<file path="config.mk">
export PLATFORM = sky130hd
export DESIGN_NAME = coord_scan_ctrl
export DESIGN_NICKNAME = d
export VERILOG_FILES = /design/src/rtl/coord_pkg.sv /design/src/rtl/edge_det.sv /design/src/rtl/coord_scan_ctrl.sv
export SDC_FILE = /design/constraint.sdc
export NUM_CORES = 1
export LEC_CHECK = 0
export CORE_MARGIN = 1
export CORE_UTILIZATION = 25
export CTS_CLUSTER_DIAMETER = 50
export DETAILED_ROUTE_END_ITERATION = 8
export GPL_TIMING_DRIVEN = 0
export PLACE_DENSITY_LB_ADDON = 0.3
export SLEW_MARGIN = 20
export SYNTH_ARGS = -nofsm -noshare
export SYNTH_HDL_FRONTEND = slang
export SYNTH_HIERARCHICAL = 1
export SYNTH_SLANG_ARGS = --single-unit
</file>
<file path="constraint.sdc">
create_clock -name clk -period 3.09 [get_ports clk]
set_clock_uncertainty 0.1 [all_clocks]
set_input_delay 0.618 -clock clk [delete_from_list [all_inputs] [get_ports clk]]
set_output_delay 0.618 -clock clk [all_outputs]
set_load 0.01 [all_outputs]
</file>
<file path="src/rtl/coord_pkg.sv">
// Shared types for the cursor/scan controller: coordinate width, FSM states,
// button indices and the saturating coordinate step.
package coord_pkg;

  localparam int COORD_W = 3;

  typedef logic [COORD_W-1:0] coord_t;

  typedef enum logic [1:0] {
    IDLE     = 2'd0,
    WAIT_ACK = 2'd1,
    WAIT_REL = 2'd2
  } state_e;

  localparam int BTN_UP    = 0;
  localparam int BTN_DOWN  = 1;
  localparam int BTN_LEFT  = 2;
  localparam int BTN_RIGHT = 3;
  localparam int BTN_FIRE  = 4;
  localparam int NUM_BTN   = 5;

  // Opposing requests cancel; the bound is tested before the add/subtract,
  // so the 3-bit value never wraps.
  function automatic coord_t step_coord(coord_t cur, logic inc, logic dec, coord_t max_v);
    coord_t nxt;
    nxt = cur;
    if (inc && !dec && (cur != max_v)) begin
      nxt = cur + coord_t'(1);
    end else if (dec && !inc && (cur != '0)) begin
      nxt = cur - coord_t'(1);
    end
    return nxt;
  endfunction

endpackage

</file>
<file path="src/rtl/edge_det.sv">
// Rising-edge detector for one debounced button against its registered history.
module edge_det (
  input  logic clk,
  input  logic rst,
  input  logic d_i,
  output logic rise_o
);

  logic hist_q;

  // NOTE: sequential state uses non-blocking assignments so every flop
  // samples pre-edge values regardless of block ordering.
  always_ff @(posedge clk or posedge rst) begin
    if (rst) begin
      hist_q <= 1'b0;
    end else begin
      hist_q <= d_i;
    end
  end

  assign rise_o = d_i & ~hist_q;

endmodule

</file>
<file path="src/rtl/coord_scan_ctrl.sv">
// Cursor position, shot handshake, column scan and blink generation for the
// LED matrix; mdc/mdl drive the existing demux selector directly.
module coord_scan_ctrl
  import coord_pkg::*;
#(
  parameter int MAX_COL   = 4,
  parameter int MAX_LIN   = 6,
  parameter int SCAN_DIV  = 1000,
  parameter int BLINK_DIV = 25000000
) (
  input  logic         clk,
  input  logic         rst,
  input  logic         btn_up,
  input  logic         btn_down,
  input  logic         btn_left,
  input  logic         btn_right,
  input  logic         btn_fire,
  input  logic         fire_ack,
  output logic [2:0]   mdc,
  output logic [2:0]   mdl,
  output logic         fire_req,
  output logic [2:0]   fire_col,
  output logic [2:0]   fire_lin,
  output logic [2:0]   scan_col,
  output logic         cursor_blink,
  output logic         busy
);

  localparam coord_t MAX_COL_C = coord_t'(MAX_COL);
  localparam coord_t MAX_LIN_C = coord_t'(MAX_LIN);

  // +1 keeps the width non-zero when a divider is 1.
  localparam int            SCAN_W     = $clog2(SCAN_DIV + 1);
  localparam int            BLINK_W    = $clog2(BLINK_DIV + 1);
  localparam logic [SCAN_W-1:0]  SCAN_LAST  = SCAN_W'(SCAN_DIV - 1);
  localparam logic [BLINK_W-1:0] BLINK_LAST = BLINK_W'(BLINK_DIV - 1);

  logic [NUM_BTN-1:0] btn_vec;
  logic [NUM_BTN-1:0] rise;

  assign btn_vec = {btn_fire, btn_right, btn_left, btn_down, btn_up};

  for (genvar g = 0; g < NUM_BTN; g++) begin : g_edge
    edge_det u_edge (
      .clk    (clk),
      .rst    (rst),
      .d_i    (btn_vec[g]),
      .rise_o (rise[g])
    );
  end

  state_e state_q;
  coord_t mdc_q, mdl_q, fire_col_q, fire_lin_q;
  logic   fire_req_q, busy_q;

  always_ff @(posedge clk or posedge rst) begin
    if (rst) begin
      state_q    <= IDLE;
      mdc_q      <= '0;
      mdl_q      <= '0;
      fire_col_q <= '0;
      fire_lin_q <= '0;
      fire_req_q <= 1'b0;
      busy_q     <= 1'b0;
    end else begin
      case (state_q)
        IDLE: begin
          // A shot takes priority; move edges in the same cycle are dropped.
          if (rise[BTN_FIRE]) begin
            fire_col_q <= mdc_q;
            fire_lin_q <= mdl_q;
            fire_req_q <= 1'b1;
            busy_q     <= 1'b1;
            state_q    <= WAIT_ACK;
          end else begin
            mdc_q <= step_coord(mdc_q, rise[BTN_RIGHT], rise[BTN_LEFT], MAX_COL_C);
            mdl_q <= step_coord(mdl_q, rise[BTN_UP], rise[BTN_DOWN], MAX_LIN_C);
          end
        end
        WAIT_ACK: begin
          if (fire_ack) begin
            fire_req_q <= 1'b0;
            state_q    <= WAIT_REL;
          end
        end
        WAIT_REL: begin
          if (!fire_ack) begin
            busy_q  <= 1'b0;
            state_q <= IDLE;
          end
        end
        default: begin
          fire_req_q <= 1'b0;
          busy_q     <= 1'b0;
          state_q    <= IDLE;
        end
      endcase
    end
  end

  logic [SCAN_W-1:0]  scan_cnt_q, scan_cnt_d;
  logic [BLINK_W-1:0] blink_cnt_q, blink_cnt_d;
  coord_t             scan_col_q, scan_col_d;
  logic               blink_q, blink_d;

  always_comb begin
    scan_cnt_d  = scan_cnt_q + SCAN_W'(1);
    scan_col_d  = scan_col_q;
    blink_cnt_d = blink_cnt_q + BLINK_W'(1);
    blink_d     = blink_q;
    if (scan_cnt_q == SCAN_LAST) begin
      scan_cnt_d = '0;
      scan_col_d = (scan_col_q == MAX_COL_C) ? '0 : scan_col_q + coord_t'(1);
    end
    if (blink_cnt_q == BLINK_LAST) begin
      blink_cnt_d = '0;
      blink_d     = ~blink_q;
    end
  end

  always_ff @(posedge clk or posedge rst) begin
    if (rst) begin
      scan_cnt_q  <= '0;
      scan_col_q  <= '0;
      blink_cnt_q <= '0;
      blink_q     <= 1'b0;
    end else begin
      scan_cnt_q  <= scan_cnt_d;
      scan_col_q  <= scan_col_d;
      blink_cnt_q <= blink_cnt_d;
      blink_q     <= blink_d;
    end
  end

  assign mdc          = mdc_q;
  assign mdl          = mdl_q;
  assign fire_req     = fire_req_q;
  assign fire_col     = fire_col_q;
  assign fire_lin     = fire_lin_q;
  assign busy         = busy_q;
  assign scan_col     = scan_col_q;
  assign cursor_blink = blink_q;

endmodule

</file>
## Word level (Yosys, flattened, before mapping)

Index checks and enable logic that the tools add are counted.

| word-level totals | value |
|---|---|
| register bits after elaboration | 60 |
| logic and storage cells | 86 |
| output and inout port bits | 18 |
| input bits | 8 |

| operators by class | value |
|---|---|
| eq/ne operators | 10 |
| reductions and logical operators | 23 |
| mux-type cells | 16 |
| bitwise logic cells | 14 |
| add/subtract/negate cells | 7 |

Operators by type and width:

| cell | number |
|---|---|
| $add A25 B1 Y25 const B | 1 |
| $eq A25 B25 Y1 const B | 1 |
| $mux W25 | 1 |
| $mux W3 | 5 |
| $reduce_and A3 Y1 | 5 |
| $add A10 B1 Y10 const B | 1 |
| $eq A10 B10 Y1 const B | 1 |
| $mux W10 | 1 |
| $add A3 B1 Y3 const B | 3 |
| $not A1 Y1 | 9 |
| $logic_and A1 B1 Y1 | 8 |
| $mux W2 | 3 |
| $ne A3 B3 Y1 const B | 2 |
| $pmux W1 S3 | 2 |
| $pmux W2 S3 | 1 |
| $reduce_bool A3 Y1 | 2 |
| $sub A3 B1 Y3 const B | 2 |
| $and A1 B1 Y1 | 5 |
| $logic_not A1 Y1 | 4 |
| $ne A2 B2 Y1 const B | 2 |
| $reduce_bool A2 Y1 | 2 |
| $eq A3 B3 Y1 const B | 1 |
| $mux W1 | 3 |
| $eq A2 B1 Y1 const B | 1 |
| other kinds (4) | 4 |

## Logic depth before layout (Yosys ltp)

Gate-level depths: netlist of run 1.

| logic depth | value |
|---|---|
| depth in word-level cells | 7 |
| gate-level depth with buffers | 9 |
| depth with buffers taken out | 9 |

## Cells and area by module

Netlist of run 1, hierarchy kept.

By module, submodules not included:

| module | instances | area an instance (um2) | sequential area each (um2) | cells each |
|---|---|---|---|---|
| coord_scan_ctrl | 1 | 2,730.1 | 1,376.3 | 260 |
| edge_det | 5 | 42.5 | 25.0 | 3 |

## Worst setup path after synthesis of run 1

OpenSTA, ideal clock, no wires.

| path | value |
|---|---|
| path kind | in2reg |
| start | input btn_up |
| end | register mdl_q[2] (netlist: mdl[2]) |
| buffers on the path | 0 |
| required time | 2,911 ps |
| stages on the path | 7 |
| arrival | 2,250 ps |
| slack | 661 ps |
| library setup time | 79 ps |
| cells stage by stage | nor2b_4 -> nor2b_1 -> o21ai_0 -> ha_1 -> or3_1 -> a2111oi_0 -> a2bb2oi_1 |

| between the ends | value |
|---|---|
| word-level cells in the longest chain between the ends | 6 |
| elaborated cells between the ends (all ways) | 9 |
| those cells by class | mux (1); bitwise (1); reduce/logical (7) |

Ends and longest elaborated chain:

| element | RTL line | RTL |
|---|---|---|
| start: declaration | coord_scan_ctrl.sv:13 | `input logic btn_up,` |
| $and A1 B1 Y1 (*) | edge_det.sv:21 | `assign rise_o = d_i & ~hist_q;` |
| $logic_not A1 Y1 | coord_pkg.sv:29 | `end else if (dec && !inc && (cur != '0)) begin` |
| $logic_and A1 B1 Y1 (2 in series) | coord_pkg.sv:29 |  |
| $reduce_bool A2 Y1 (no line) | - |  |
| $reduce_and A3 Y1 (no line) | - |  |
| end signal: assignment | coord_scan_ctrl.sv:77 | `mdl_q <= step_coord(mdl_q, rise[BTN_UP], rise[BTN_DOWN], MAX_LIN_C);` |
| end: declaration | coord_scan_ctrl.sv:53 | `coord_t mdc_q, mdl_q, fire_col_q, fire_lin_q;` |

Every way passes the cells marked *; elsewhere a longest branch is shown, timed or not.
A chain may end at the register's enable or synchronous reset.

## Worst setup path in the final report of run 1

| path | value |
|---|---|
| start | input btn_up |
| end | register mdl_q[2] (netlist: mdl[2]) |

| between the ends | value |
|---|---|
| word-level cells in the longest chain between the ends | 6 |
| elaborated cells between the ends (all ways) | 9 |
| those cells by class | mux (1); bitwise (1); reduce/logical (7) |

Ends and longest elaborated chain:

| element | RTL line | RTL |
|---|---|---|
| $and A1 B1 Y1 (*) | edge_det.sv:21 |  |
| via rise[0] | coord_scan_ctrl.sv:39 | `logic [NUM_BTN-1:0] rise;` |
| $logic_not A1 Y1 | coord_pkg.sv:29 |  |
| $logic_and A1 B1 Y1 (2 in series) | coord_pkg.sv:29 |  |
| $reduce_bool A2 Y1 (no line) | - |  |
| $reduce_and A3 Y1 (no line) | - |  |

The timed path passes the listed nets; every way through them passes the cells marked *.

==> results by group, run 1 <==
Status
  • Status: finished clean

Floorplan
  • Die H: 110 um
  • Initial Util: 25.7%
  • Die W: between 100 and 150 um
  • Std-Cell Rows: 39
  • Area of the core: between 10000 and 15000 sq um
  • Total die area: around 12000 sq um
  • Number of top-level pins: 26

Logic synthesis
  • Synth warnings: 6
  • Syn Area/Cell: about 11 sq um
  • Top cells by area, synth: dfrtp_1 (51%), xor2_1 (5.1%), xnor2_1 (3.9%)
  • Flops & latches, synth: 60
  • Mapped Area: approximately 2900 sq um
  • Synth async-reset ratio: 100%
  • Top_reg_cell synth: dfrtp_1
  • Gate Count Post-Synth: between 200 and 300
  • Syn Nets: just under 300
  • Number of distinct library cells after synthesis: between 40 and 50
  • Top-area cell type share of the netlist area: between 50% and 60%
  • Post-synth top area cell: dfrtp_1
  • EDFF count, synth: 0
  • Seq/Total Area, Yosys: between 50 and 60%

Power
  • Pwr/cell area: just over 700 nW/um^2
  • Maximum VDD drop: ~0.00033 V
  • Leakage power: around 1.6 nW

Critical path
  • Worst path max stage delay: roughly 0.47 ns
  • Worst Path Class, Setup: in2reg
  • Family with the most delay on the worst path: simple AND/OR/NAND/NOR gates
  • Worst Path Max Fanout: 5
  • CP endpoint kind: flop
  • Launch point of the worst path: btn_up
  • Setup crit start kind: primary input
  • R2R cell count: 7
  • Critical path arrival: between 2 and 3 ns
  • Origin of the critical flop-to-flop path: g_edge[0].u_edge/hist_q
  • Stages on the worst setup path: 8
  • Worst-path cell chain: clkdlybuf4s50_1 > nor2b_4 > nor2b_1 > o21ai_0 > ha_1 > or3_1 > a2111oi_0 > a2bb2oi_1
  • CP required: 3.24 ns
  • WP buf/inv: 1
  • Worst path slowest cell: clkdlybuf4s50_1

Drt
  • DRT antenna net count: 0
  • Starting DRC count in detailed routing: 97
  • Average wire per standard cell: approximately 12 um
  • Via/cell ratio: between 4 and 5
  • Drt total wl: around 5500 um
  • Initial DRT Pass Iterations: 4
  • Via Count: approximately 2100
  • DRC: 0

CTS
  • CTS tree: built
  • Reg clk slew, reported paths: approximately 0.050 ns
  • Root buffer cell: clkbuf_16
  • # H-tree levels: 3
  • CTS sink count: 60
  • Clock latency on the worst-skew pair: about 0.32 ns
  • Cts repair resizes: 0
  • Postcts setup bufs: 0
  • Longest Clk Path Bufs: 2
  • Hold_buf cts: 0
  • CTS buffer count: 9

GRT
  • Global Route Usage Sum: under 10%
  • Grt total ovfl: 0
  • Initial antenna violation count: 0
  • First-pass GRT wire length: ~10000 um
  • Vias in the first global route: between 2000 and 2500
  • Pin count of the biggest net entering global routing: 56

STA
  • Fin crit share: between 80% and 90%
  • Max Fclk: approximately 0.36 GHz
  • Final Hold Fails: 0
  • Final Max Slew Viols: 0
  • Final setup viols: 0
  • Worst-margin pin slew: about 0.7 ns
  • RSZ-0062 raised after global routing: no
  • Relative slew slack: 53.9%
  • Crit path time final: between 2 and 3 ns

Final layout
  • Final nets: 325
  • Multi-input gate area: between 1000 and 1500 sq um
  • Fill cells: 1156
  • Antenna Cells: 0
  • Layout cells sized above 1: about an eighth
  • Design Area, Final: around 3700 sq um
  • Storage cell area: 1500 sq um
  • Core Util, Final: 32.2%
  • Area Overhead vs Synth: 25.5%

Min path
  • Hold path depth: 1
  • Hold Crit Start: scan_cnt_q[0]
  • Hold crit path type: reg2reg

Place
  • Gpl congestion: between 0.7 and 0.8
  • Area post-placement: 3370 sq um
  • Hpwl dp: about 3700 um
  • Port Buf Inserts: 25

Flow run
  • Max-Cap Viols: 0
[registers in the layout, indices dropped and copies added, names as in the netlist]
| name | count |
|---|---|
| mdl | 3 |
| blink_cnt_q | 25 |
| fire_lin | 3 |
| scan_cnt_q | 10 |
| state_q | 2 |
| scan_col | 3 |
| g_edge.u_edge/hist_q | 5 |
| fire_col | 3 |
| busy | 1 |
| mdc | 3 |
| cursor_blink | 1 |
| fire_req | 1 |
[worst register-to-register path, stage by stage (launching register included)]
cell and delay, ns:
dfrtp_1 0.40, nor2b_4 0.15, nor2b_1 0.32, o21ai_0 0.13, ha_1 0.24, or3_1 0.36
a2111oi_0 0.40, a2bb2oi_1 0.19
[cells by family after synthesis]
| family | Yosys count | synth area share, % |
|---|---|---|
| flops | 60 | 51.0 |
| compound gates | 39 | 8.29 |
| mux | 8 | 3.06 |
| buf+inv | 20 | 3.10 |
| xor+xnor | 30 | 8.93 |
| simple gates | 112 | 23.0 |
| fa+ha+maj | 6 | 2.55 |
[synth_stat cells, drive strengths merged (5+ instances only)]
library cell,n
nor3,8
ha,6
nand3,11
inv,14
o21ai,8
xnor2,13
a21oi,14
nor2,20
or4,5
nor2b,10
or3,6
o31ai,5
nand2,20
xor2,17
mux2,8
nand4,10
and3,5
dfrtp,60
[area by class of cell]
class	instances	area share [%]
clock inverter	5	2.03
tap	143	4.85
sequential	60	40.7
buffer	6	1.05
clock buffer	11	6.57
timing repair buffer	25	6.78
multi-input combinational	195	36.6
inverter	14	1.49
[report_power, final]
part	switching [mW]	internal [mW]	total, mW
Clock	0.345	0.723	1.07
Combinational	0.230	0.334	0.564
Sequential	0.131	0.895	1.03
Total	0.705	1.95	2.66
[metrics by stage]
step                power (mW)  TNS, ns  hold slack [ns]  worst slack [ns]  std cells
finish                    2.66        0            0.362             0.325        459
global route              2.80        0            0.391             0.156        459
CTS                       2.69        0            0.365             0.325        459
detailed placement        1.61        0            0.359           0.00378        443
global placement          1.60   -16.12            0.349            -0.295        443
floorplan                 1.34        0            0.247             0.661        275
[metal layers]
layer	up-vias	part of all wire (%)	track usage (%)
met2	29	43	14.3
met1	1034	51	13.4
met3	8	3.9	3.51
li1	1052	-	-
met4	0	1.5	4.00
met5	-	0	0
[path summary, 6_finish.rpt]
path | to | slack [ns]
setup / recovery | mdl[2] | 0.32
hold / removal | scan_cnt_q[0] | 0.36
setup reg to reg | mdl[2] | 0.72
hold reg to reg | scan_cnt_q[0] | 0.36
max in group asynchronous | scan_cnt_q[1] | 1.61
min in group asynchronous | g_edge[0].u_edge/hist_q | 0.52
[layout by cell type, fill, tap and decap left out, types with 6 or more instances in the layout]
master	n
a21oi_1	14
clkbuf_16	9
clkdlybuf4s50_1	25
dfrtp_1	60
ha_1	6
inv_1	13
mux2_2	8
nand2_1	20
nand3_1	10
nand4_1	9
nor2_1	20
nor3_1	7
o21ai_0	8
or3_1	6
xnor2_1	13
xor2_1	17
Power figures use the tool's default switching activity.
==> run 2, diff against run 1 <==
clock period = 3 ns   (was 3.09 ns; I/O delays follow)
==> results of run 2 <==
Same layout as run 1 (identical final DEF). Status: finished clean.
Main changes from that run: setup slack after placement 0.00378 ns -> -0.0682 ns; setup slack after layout 0.325 ns -> 0.253 ns; register-to-register setup slack 0.72 ns -> 0.63 ns; total power 2.66 mW -> 2.74 mW; worst IR drop on VDD 0.000335 V -> 0.000345 V
==> run 3, diff against run 2 <==
GPL_TIMING_DRIVEN = unset   (was 0)
SYNTH_HIERARCHICAL = unset   (was 1)
==> run 3 against run 2 <==
  * Non-clock buffer count fell by 3
  * Global-route usage rose by 0.38 points
  * Via count fell by 9.2%
  * Design area fell by 7.5%
  * Flip-flop and latch count did not move
  * Sequential share of layout area rose by 3.3 points
  * Core utilization fell by 0.84 points
  * Cell count fell by 5.0%
  * Fmax rose by 11%
  * Sequential power barely moved
  * Synthesized cell count fell by 6.9%
  * Combinational power fell by 12%
==> results by group, run 3 <==
Status
  • Status: finished clean

STA
  • Setup ws final: roughly 0.53 ns
  • Final Hold Fails: 0
  • RSZ-0062 raised after global routing: no
  • Relative slew slack: between 50% and 60%
  • Fin crit share: 82.4%
  • Final Max Slew Viols: 0
  • Crit path time final: around 2.5 ns
  • Final setup viols: 0
  • Max Fclk: a little over 0.4 GHz
  • Setup TNS Final: 0 ns
  • Worst-margin pin slew: just over 0.7 ns

Critical path
  • Worst Path Max Fanout: 5
  • Critical path arrival: about 2.6 ns
  • CP endpoint kind: flop
  • CP required: 3.17 ns
  • Setup crit start kind: primary input
  • Worst Path Class, Setup: in2reg

GRT
  • Initial antenna violation count: 0
  • Pin count of the biggest net entering global routing: 61
  • First-pass GRT wire length: around 9000 um
  • Global Route Usage Sum: between 10% and 20%
  • Grt total ovfl: 0
  • Vias in the first global route: around 2000

Logic synthesis
  • Gate Count Post-Synth: 256
  • Synth warnings: 0
  • Mapped Area: 2810 sq um
  • Syn Nets: between 200 and 300
  • Top_reg_cell synth: dfrtp_1
  • Flops & latches, synth: 60
  • Post-synth top area cell: dfrtp_1
  • Seq/Total Area, Yosys: about 53%
  • Top-area cell type share of the netlist area: a little over half
  • Post-synth top cells: dfrtp_1 (60), nor2_1 (30), xor2_1 (20), nand2_1 (16), nand3_1 (16)
  • Synth async-reset ratio: 100%
  • Number of distinct library cells after synthesis: 40
  • Syn Area/Cell: between 10 and 15 sq um
  • Most frequent cell after synthesis: dfrtp_1
  • Top cells by area, synth: dfrtp_1 (53%), xor2_1 (6.2%), xnor2_1 (4.0%)
  • EDFF count, synth: 0

Final layout
  • Top flop regs: blink_cnt_q (25), scan_cnt_q (10), g_edge.u_edge.hist_q (5)
  • Register bank with the most flops: blink_cnt_q
  • Most common cell after layout, fill and taps aside: dfrtp_1
  • Final nets: roughly 310
  • Design Area, Final: about 3400 sq um
  • Layout cells sized above 1: around a tenth
  • Most frequent cells in the layout: dfrtp_1 (60), nor2_1 (30), clkdlybuf4s50_1 (25)
  • Antenna Cells: 0
  • Core Util, Final: approximately a third
  • Area Overhead vs Synth: 21.5%
  • Max reg flops: 25

Power
  • Maximum VDD drop: ~0.00029 V
  • Leakage power: ~1.5 nW
  • Pwr/cell area: 629 nW/um^2

Drt
  • Via/cell ratio: 4.42
  • Average wire per standard cell: 11.7 um
  • Initial DRT Pass Iterations: 4
  • Drt total wl: 5100 um
  • DRT antenna net count: 0
  • Via Count: 1927
  • DRC: 0
  • Starting DRC count in detailed routing: between 40 and 50

Floorplan
  • Area of the core: 10900 sq um
  • Initial Util: 25.8%
  • Total die area: 11700 sq um
  • Number of top-level pins: 26
  • Die W: between 100 and 150 um
  • Die H: 108 um
  • Std-Cell Rows: 38

CTS
  • # H-tree levels: 3
  • Hold_buf cts: 0
  • Longest Clk Path Bufs: 2
  • CTS tree: built
  • Postcts setup bufs: 0
  • CTS sink count: 60
  • Reg clk slew, reported paths: around 0.07 ns
  • Root buffer cell: clkbuf_8
  • CTS buffer count: 9
  • Clock latency on the worst-skew pair: 0.33 ns
  • Cts repair resizes: 0

Place
  • Area post-placement: around 3300 sq um
  • Gpl congestion: between 0.7 and 0.8
  • Setup WS pre-CTS: about 0.21 ns
  • Hpwl dp: approximately 3400 um
  • Port Buf Inserts: 25

Flow run
  • Max-Cap Viols: 0

Min path
  • Hold crit path type: reg2reg
[run 3: changes by cell type in the layout (fill, tap and decap cells not counted), sizes merged, moves of 4 or more]
| cell | delta |
|---|---|
| nor2b | -5 |
| nand3 | +5 |
| a21oi | -7 |
| nand2 | -4 |
| or3 | -4 |
| or4 | -4 |
| inv | -5 |
| nor2 | +10 |
[run 3: layout make-up]
type | count | area, sq um
well taps | 140 | 175
inverters | 9 | 33.8
clock inverters | 2 | 12.5
repair buffers | 28 | 285
flip-flops and latches | 60 | 1500
multi-input cells | 185 | 1260
clock buffers | 12 | 145
fillers | 1109 | 7470
[run 3: path summary, 6_finish.rpt]
kind	from	to	slack [ns]	cells past startpoint
min in group asynchronous	rst	scan_col[2]	0.53	3
min	scan_cnt_q[0]	scan_cnt_q[0]	0.35	1
max	btn_left	mdc[2]	0.53	8
max in group asynchronous	rst	blink_cnt_q[14]	1.98	3
max reg2reg	blink_cnt_q[7]	blink_cnt_q[19]	0.88	5
min reg2reg	scan_cnt_q[0]	scan_cnt_q[0]	0.35	1
[run 3: stage by stage]
step | total power [mW] | hold WS, ns | std cells
finish | 2.15 | 0.355 | 436
global route | 2.30 | 0.409 | 436
CTS | 2.19 | 0.362 | 436
detailed placement | 1.56 | 0.352 | 422
global placement | 1.55 | 0.346 | 422
floorplan | 1.30 | 0.333 | 256
[run 3: cells by family after synthesis]
logic type / count (synthesis) / share of synthesized area, %
simple gates: 107 / 21.2
flops: 60 / 53.4
xor+xnor: 33 / 10.3
compound gates: 28 / 6.41
buf+inv: 11 / 1.74
mux: 11 / 4.27
fa+ha+maj: 6 / 2.67
[run 3: critical path: stages]
cell	delay, ns
clkdlybuf4s50_1	0.47
nor2b_1	0.30
nor2_1	0.15
mux2i_1	0.14
ha_1	0.23
or4_1	0.48
a21oi_1	0.17
a211o_1	0.11
[run 3: power by group]
group	internal, mW	switching (mW)	leakage (nW)
clock network	0.312	0.296	0.0783
logic	0.311	0.199	0.643
registers	0.909	0.122	0.761
[run 3: layer usage]
| metal | vias to the layer above | GRT usage (%) | wire length [um] |
|---|---|---|---|
| met1 | 934 | 13.3 | 2550 |
| met5 | - | 0 | 0 |
| met4 | 0 | 4.70 | 61 |
| met2 | 20 | 15.1 | 2290 |
| li1 | 969 | - | - |
| met3 | 4 | 3.86 | 187 |
